<file path="src/rtl/valve_pkg.sv">
// rtl/valve_pkg.sv - shared opcodes, instruction field positions and FSM state encoding
package valve_pkg;

   localparam int IW = 21;
   localparam int AW = 8;
   localparam int DW = 10;

   localparam logic [2:0] OP_HALT  = 3'b000;
   localparam logic [2:0] OP_SET   = 3'b001;
   localparam logic [2:0] OP_DELAY = 3'b010;

   localparam int OPC_MSB = 20;
   localparam int OPC_LSB = 18;
   localparam int VLV_MSB = 17;
   localparam int VLV_LSB = 14;
   localparam int DLY_MSB = 13;
   localparam int DLY_LSB = 4;
   localparam int VAL_BIT = 0;

   typedef enum logic [2:0] {
      ST_IDLE  = 3'd0,
      ST_FETCH = 3'd1,
      ST_EXEC  = 3'd2,
      ST_DELAY = 3'd3,
      ST_HALT  = 3'd4,
      ST_ERROR = 3'd5
   } state_t;

endpackage

</file>
<file path="src/rtl/ms_delay_timer.sv">
// rtl/ms_delay_timer.sv - millisecond delay timer: tick prescaler plus ms down-counter
module ms_delay_timer
   import valve_pkg::*;
#(
   parameter int CLKS_PER_MS = 100000
) (
   input  logic          clk,
   input  logic          rst_n,
   input  logic          i_clear,
   input  logic          i_load,
   input  logic [DW-1:0] i_count,
   output logic          o_expired
);

   localparam int TW = (CLKS_PER_MS > 1) ? $clog2(CLKS_PER_MS) : 1;
   localparam logic [TW-1:0] TICK_RELOAD = TW'(CLKS_PER_MS - 1);

   logic [TW-1:0] r_tick;
   logic [DW-1:0] r_ms;
   logic          r_active;

   // Expiry fires on the last tick of the last millisecond, so the owner leaves on that edge.
   assign o_expired = r_active && (r_tick == '0) && (r_ms == DW'(1));

   always_ff @(posedge clk or negedge rst_n) begin
      if (!rst_n) begin
         r_tick   <= '0;
         r_ms     <= '0;
         r_active <= 1'b0;
      end else if (i_clear) begin
         r_tick   <= '0;
         r_ms     <= '0;
         r_active <= 1'b0;
      end else if (i_load) begin
         r_tick   <= TICK_RELOAD;
         r_ms     <= i_count;
         r_active <= (i_count != '0);
      end else if (r_active) begin
         if (r_tick == '0) begin
            r_tick <= TICK_RELOAD;
            r_ms   <= r_ms - DW'(1);
            if (r_ms == DW'(1)) begin
               r_active <= 1'b0;
               r_tick   <= '0;
            end
         end else begin
            r_tick <= r_tick - TW'(1);
         end
      end
   end

endmodule

</file>
<file path="src/rtl/valve_sequencer.sv">
// rtl/valve_sequencer.sv - fetch/decode/execute controller driving the valve bank
module valve_sequencer
   import valve_pkg::*;
#(
   parameter int          CLKS_PER_MS = 100000,
   parameter logic [7:0]  START_ADDR  = 8'd1,
   parameter int          NUM_VALVES  = 16
) (
   input  logic                  clk,
   input  logic                  rst_n,
   input  logic                  start,
   input  logic                  abort,
   output logic [AW-1:0]         imem_addr,
   input  logic [IW-1:0]         imem_data,
   output logic [NUM_VALVES-1:0] valve_o,
   output logic                  busy,
   output logic                  done,
   output logic                  error
);

   state_t                r_state;
   state_t                w_next_state;
   logic [AW-1:0]         r_pc;
   logic [AW-1:0]         w_pc_next;
   logic [IW-1:0]         r_ir;
   logic [IW-1:0]         w_ir_next;
   logic [NUM_VALVES-1:0] r_valve;
   logic [NUM_VALVES-1:0] w_valve_next;
   logic                  w_tmr_load;
   logic                  w_tmr_clear;
   logic                  w_tmr_expired;

   logic [2:0]            w_opc;
   logic [3:0]            w_vidx;
   logic [DW-1:0]         w_dly;
   logic                  w_unused_ir;

   assign w_opc       = r_ir[OPC_MSB:OPC_LSB];
   assign w_vidx      = r_ir[VLV_MSB:VLV_LSB];
   assign w_dly       = r_ir[DLY_MSB:DLY_LSB];
   assign w_unused_ir = ^r_ir[DLY_LSB-1:VAL_BIT+1];

   ms_delay_timer #(
      .CLKS_PER_MS (CLKS_PER_MS)
   ) u_timer (
      .clk       (clk),
      .rst_n     (rst_n),
      .i_clear   (w_tmr_clear),
      .i_load    (w_tmr_load),
      .i_count   (w_dly),
      .o_expired (w_tmr_expired)
   );

   always_ff @(posedge clk or negedge rst_n) begin
      if (!rst_n) begin
         r_state <= ST_IDLE;
         r_pc    <= '0;
         r_ir    <= '0;
         r_valve <= '0;
      end else begin
         r_state <= w_next_state;
         r_pc    <= w_pc_next;
         r_ir    <= w_ir_next;
         r_valve <= w_valve_next;
      end
   end

   always_comb begin
      w_next_state = r_state;
      w_pc_next    = r_pc;
      w_ir_next    = r_ir;
      w_valve_next = r_valve;
      w_tmr_load   = 1'b0;
      w_tmr_clear  = 1'b0;

      // abort outranks start and every in-flight transition
      if (abort) begin
         w_next_state = ST_IDLE;
         w_valve_next = '0;
         w_tmr_clear  = 1'b1;
      end else begin
         case (r_state)
            ST_IDLE, ST_HALT, ST_ERROR: begin
               if (start) begin
                  w_pc_next    = START_ADDR;
                  w_next_state = ST_FETCH;
               end
            end
            ST_FETCH: begin
               w_ir_next    = imem_data;
               w_pc_next    = r_pc + AW'(1);
               w_next_state = ST_EXEC;
            end
            ST_EXEC: begin
               case (w_opc)
                  OP_HALT: w_next_state = ST_HALT;
                  OP_SET: begin
                     // Indices past the implemented bank fall through as no-ops.
                     for (int i = 0; i < NUM_VALVES; i++) begin
                        if (32'(w_vidx) == i) begin
                           w_valve_next[i] = r_ir[VAL_BIT];
                        end
                     end
                     w_next_state = ST_FETCH;
                  end
                  OP_DELAY: begin
                     if (w_dly == '0) begin
                        w_next_state = ST_FETCH;
                     end else begin
                        w_tmr_load   = 1'b1;
                        w_next_state = ST_DELAY;
                     end
                  end
                  default: begin
                     w_valve_next = '0;
                     w_next_state = ST_ERROR;
                  end
               endcase
            end
            ST_DELAY: begin
               if (w_tmr_expired) begin
                  w_next_state = ST_FETCH;
               end
            end
            default: w_next_state = ST_IDLE;
         endcase
      end
   end

   assign imem_addr = r_pc;
   assign valve_o   = r_valve;
   assign busy      = (r_state == ST_FETCH) || (r_state == ST_EXEC) || (r_state == ST_DELAY);
   assign done      = (r_state == ST_HALT);
   assign error     = (r_state == ST_ERROR);

endmodule

</file>
<file path="config.mk">
export PLATFORM = sky130hd
export DESIGN_NAME = valve_sequencer
export DESIGN_NICKNAME = d
export VERILOG_FILES = /design/src/rtl/valve_pkg.sv /design/src/rtl/ms_delay_timer.sv /design/src/rtl/valve_sequencer.sv
export SDC_FILE = /design/constraint.sdc
export NUM_CORES = 1
export LEC_CHECK = 0
export ABC_CLOCK_PERIOD_IN_PS = 6700
export BUFFER_PORTS_ARGS = -buffer_cell sky130_fd_sc_hd__buf_2
export CAP_MARGIN = 20
export CORE_UTILIZATION = 62
export DETAILED_ROUTE_END_ITERATION = 10
export PLACE_DENSITY_LB_ADDON = 0.25
export SKIP_LAST_GASP = 1
export SYNTH_ARGS = -nofsm -noshare
export SYNTH_HDL_FRONTEND = slang
export SYNTH_SLANG_ARGS = --single-unit
</file>
<file path="constraint.sdc">
create_clock -name clk -period 6.7 [get_ports clk]
set_input_delay 1.005 -clock clk [delete_from_list [all_inputs] [get_ports clk]]
set_output_delay 1.005 -clock clk [all_outputs]
set_load 0.01 [all_outputs]
</file>
==> metrics <==
clk slew on worst S/H paths=0.08 ns; Layout area overhead=13.7%; max-slew violation count=0; part of the cycle the worst path needs=44.6%; global-route wire length before repair=13.8 mm; min setup slack post-route=3.71 ns; DR WL/cell=16.2 um; post-CTS sizing=0; Peak VDD IR=between 0.2 and 0.3 mV; setup violators final=0; antenna violations before repair=0; hpwl dp=5.54 mm; synthesis-stage register bit count=73; Post-synth EDFFs=0; area of the multi-input gates=1920 sq um; # port buffers=between 40 and 50; Setup TNS=0 ns; CP startpoint kind=input pin; GP Congestion=around 0.85; root buffer cell=clkbuf_8; GRT Residual Overflow=0; clock skew=0.00863 ns; Post-Syn Area=3850 sq um; largest net degree at the start of global routing=74; TritonCTS buffer count=9; Req. time, crit path=6.96 ns; slew of the pin with the lowest slew margin=1.02 ns; synth warn=0; via count=3225; final net count=between 400 and 500; endpoints failing hold=0; syn_nets=423; H-tree levels=3; drt pass-1 iters=5; min cycle time layout=2.99 ns; Rel. slew slack=31.8%; CTS tree=yes; worst-case clock buffer depth=2; Post-Route WL=about 8.3 mm; vias in the first global route=2909; Clock Sinks=73; Register Area=1830 sq um; Vias/cell=6.27; Slowest-stage cell, CP=or4b_2; Yosys top cell by area=dfrtp_1; FILL cells=about 440; DIE AREA=6520 sq um; worst path cell trace=buf_2 > or4b_2 > nor3b_1 > nand3_1 > o21ai_0; ys async rst share=between 90% and 100%; Seq/Total Area, Yosys=47.5%; synthesized instance count=393; P_leak=0.00199 uW; Site Rows=28; diode count=0; Worst-Skew Late Latency=0.35 ns; mean post-synth cell area=9.79 sq um; MaxCap Viol Count=0; Primary FF master, synth=dfrtp_1; status=finished, final reports clean; overall routing resource usage=27.8%; initial core utilization=about 65%; highest clock rate=334 MHz; antenna viol nets, final=0; WP buf/inv=1; WP data arrival=3.25 ns; drt first-iter violations=about 240; chip width=80.8 um; worst setup path class=in2reg; endpoint class of the critical path=register; Hold Buf Count CTS=0; Die Span Y=80.8 um; top post-synthesis cells by area=dfrtp_1 (47%), mux2_2 (5.6%), o21ai_0 (5.3%); RSZ-0062 raised after global routing=no; area of the core=around 6000 sq um; crit-path max FO=35; crit-path max cell delay=0.89 ns; worst slack, placed=roughly 3.4 ns; post-route DRC violation count=0; Setup Fix Bufs, Post-CTS=0; I/O Pins=52; Pwr Density=360 nW/um^2; share of the synthesized area in the top cell type=47.5%; Hold Path Class=reg2reg; crit-path leading delay family=simple AND/OR/NAND/NOR gates; layout cells sized above 1=22.8%; Yosys cell types=52
## synthesized netlist by cell type (all sizes together) (6+ instances only)
master / n
a31oi: 8
nand3: 10
a21oi: 32
nand2: 13
nand4b: 6
a211oi: 9
o21ai: 41
nor2: 38
nand4: 10
xor2: 12
dfrtp: 73
nand2b: 7
or4: 7
or3: 7
nor3: 9
clkbuf: 20
mux2: 19
## worst paths after layout
check                                                end  cells after the start                           start  slack (ns)
setup / recovery                 valve_o[14]$_DFFE_PN0P_                      5                           abort        3.71
setup reg to reg             u_timer.r_ms[1]$_DFFE_PN0P_                      5  u_timer.r_tick[11]$_DFFE_PN0P_        3.78
max in group asynchronous           r_ir[11]$_DFFE_PN0P_                      2                           rst_n        5.22
hold / removal                    valve_o[9]$_DFFE_PN0P_                      2          valve_o[9]$_DFFE_PN0P_        0.52
hold reg to reg                   valve_o[9]$_DFFE_PN0P_                      2          valve_o[9]$_DFFE_PN0P_        0.52
min in group asynchronous  u_timer.r_tick[3]$_DFFE_PN0P_                      2                           rst_n        0.85
## per-stage QoR
stage	cell area (sq um)	cells	hold WS, ns	utilization, %	total power [uW]
floorplan	3850	393	0.472	-	1030
global placement	4120	497	0.487	69.2	1140
detailed placement	4120	497	0.495	69.2	1160
CTS	4360	513	0.513	73.2	1570
global route	4370	514	0.531	73.4	1680
finish	4370	514	0.515	73.4	1570
## flip-flops by register name (all words and copies together), names as in the netlist
signal	flops
u_timer.r_tick	17
u_timer.r_ms	10
r_ir	18
r_state	3
imem_addr	8
valve_o	16
u_timer.r_active	1
## per-layer routing
layer / part of all wire (%) / global-route usage [%] / wire, um / vias up
met5: 0 / 0 / 0 / -
met4: 1.5 / 8.39 / 124 / 0
met3: 4.0 / 5.51 / 329 / 13
met2: 49 / 43.5 / 4050 / 93
met1: 46 / 39.4 / 3830 / 1576
li1: - / - / - / 1543
## cells by family after synthesis
family,share of synthesized area (%)
AND/OR/NAND/NOR,21.3
AO/OA/AOI/OAI,16.6
flip-flops,47.5
buffers and inverters,2.70
multiplexers,6.60
XOR/XNOR,3.64
adder cells (fa/ha/maj),1.63
## cell usage in the layout (no fill, tap or decap), types with 3 or more instances in the layout
cell and instances:
nor4_1 3, or3_1 6, mux2_2 19, nand4b_1 6, a21oi_1 32, nand2b_1 7
or2_2 3, or4_4 3, buf_4 3, buf_2 48, or4_1 3, a311oi_1 3
nand2_1 13, inv_1 5, nand3_1 10, a31oi_1 8, xnor2_1 4, o21ai_0 41
nand4_1 10, nor2b_1 5, dfrtp_1 73, nor4b_1 3, nor2_1 38, a2111oi_0 3
mux2i_1 4, nor3b_1 4, clkbuf_8 12, o31ai_1 3, ha_1 5, nor3_1 7
xor2_1 12, a211oi_1 9
## area by class of cell
cell class	count	area share (%)
inverter	5	0.429
timing repair buffer	52	6.29
clock buffer	12	3.78
tap	75	2.15
clock inverter	4	1.69
sequential	73	41.8
multi-input combinational	293	43.9
## report_power, final
part | internal (uW) | switching, uW | total [uW]
clock network | 240 | 164 | 404
logic | 228 | 303 | 531
registers | 528 | 110 | 638
## worst min-delay path: stages (launching register included)
cell,delay (ns)
dfrtp_1,0.34
o21ai_0,0.07
o21ai_0,0.07
Note: power is estimated with default switching activity, not from simulation.
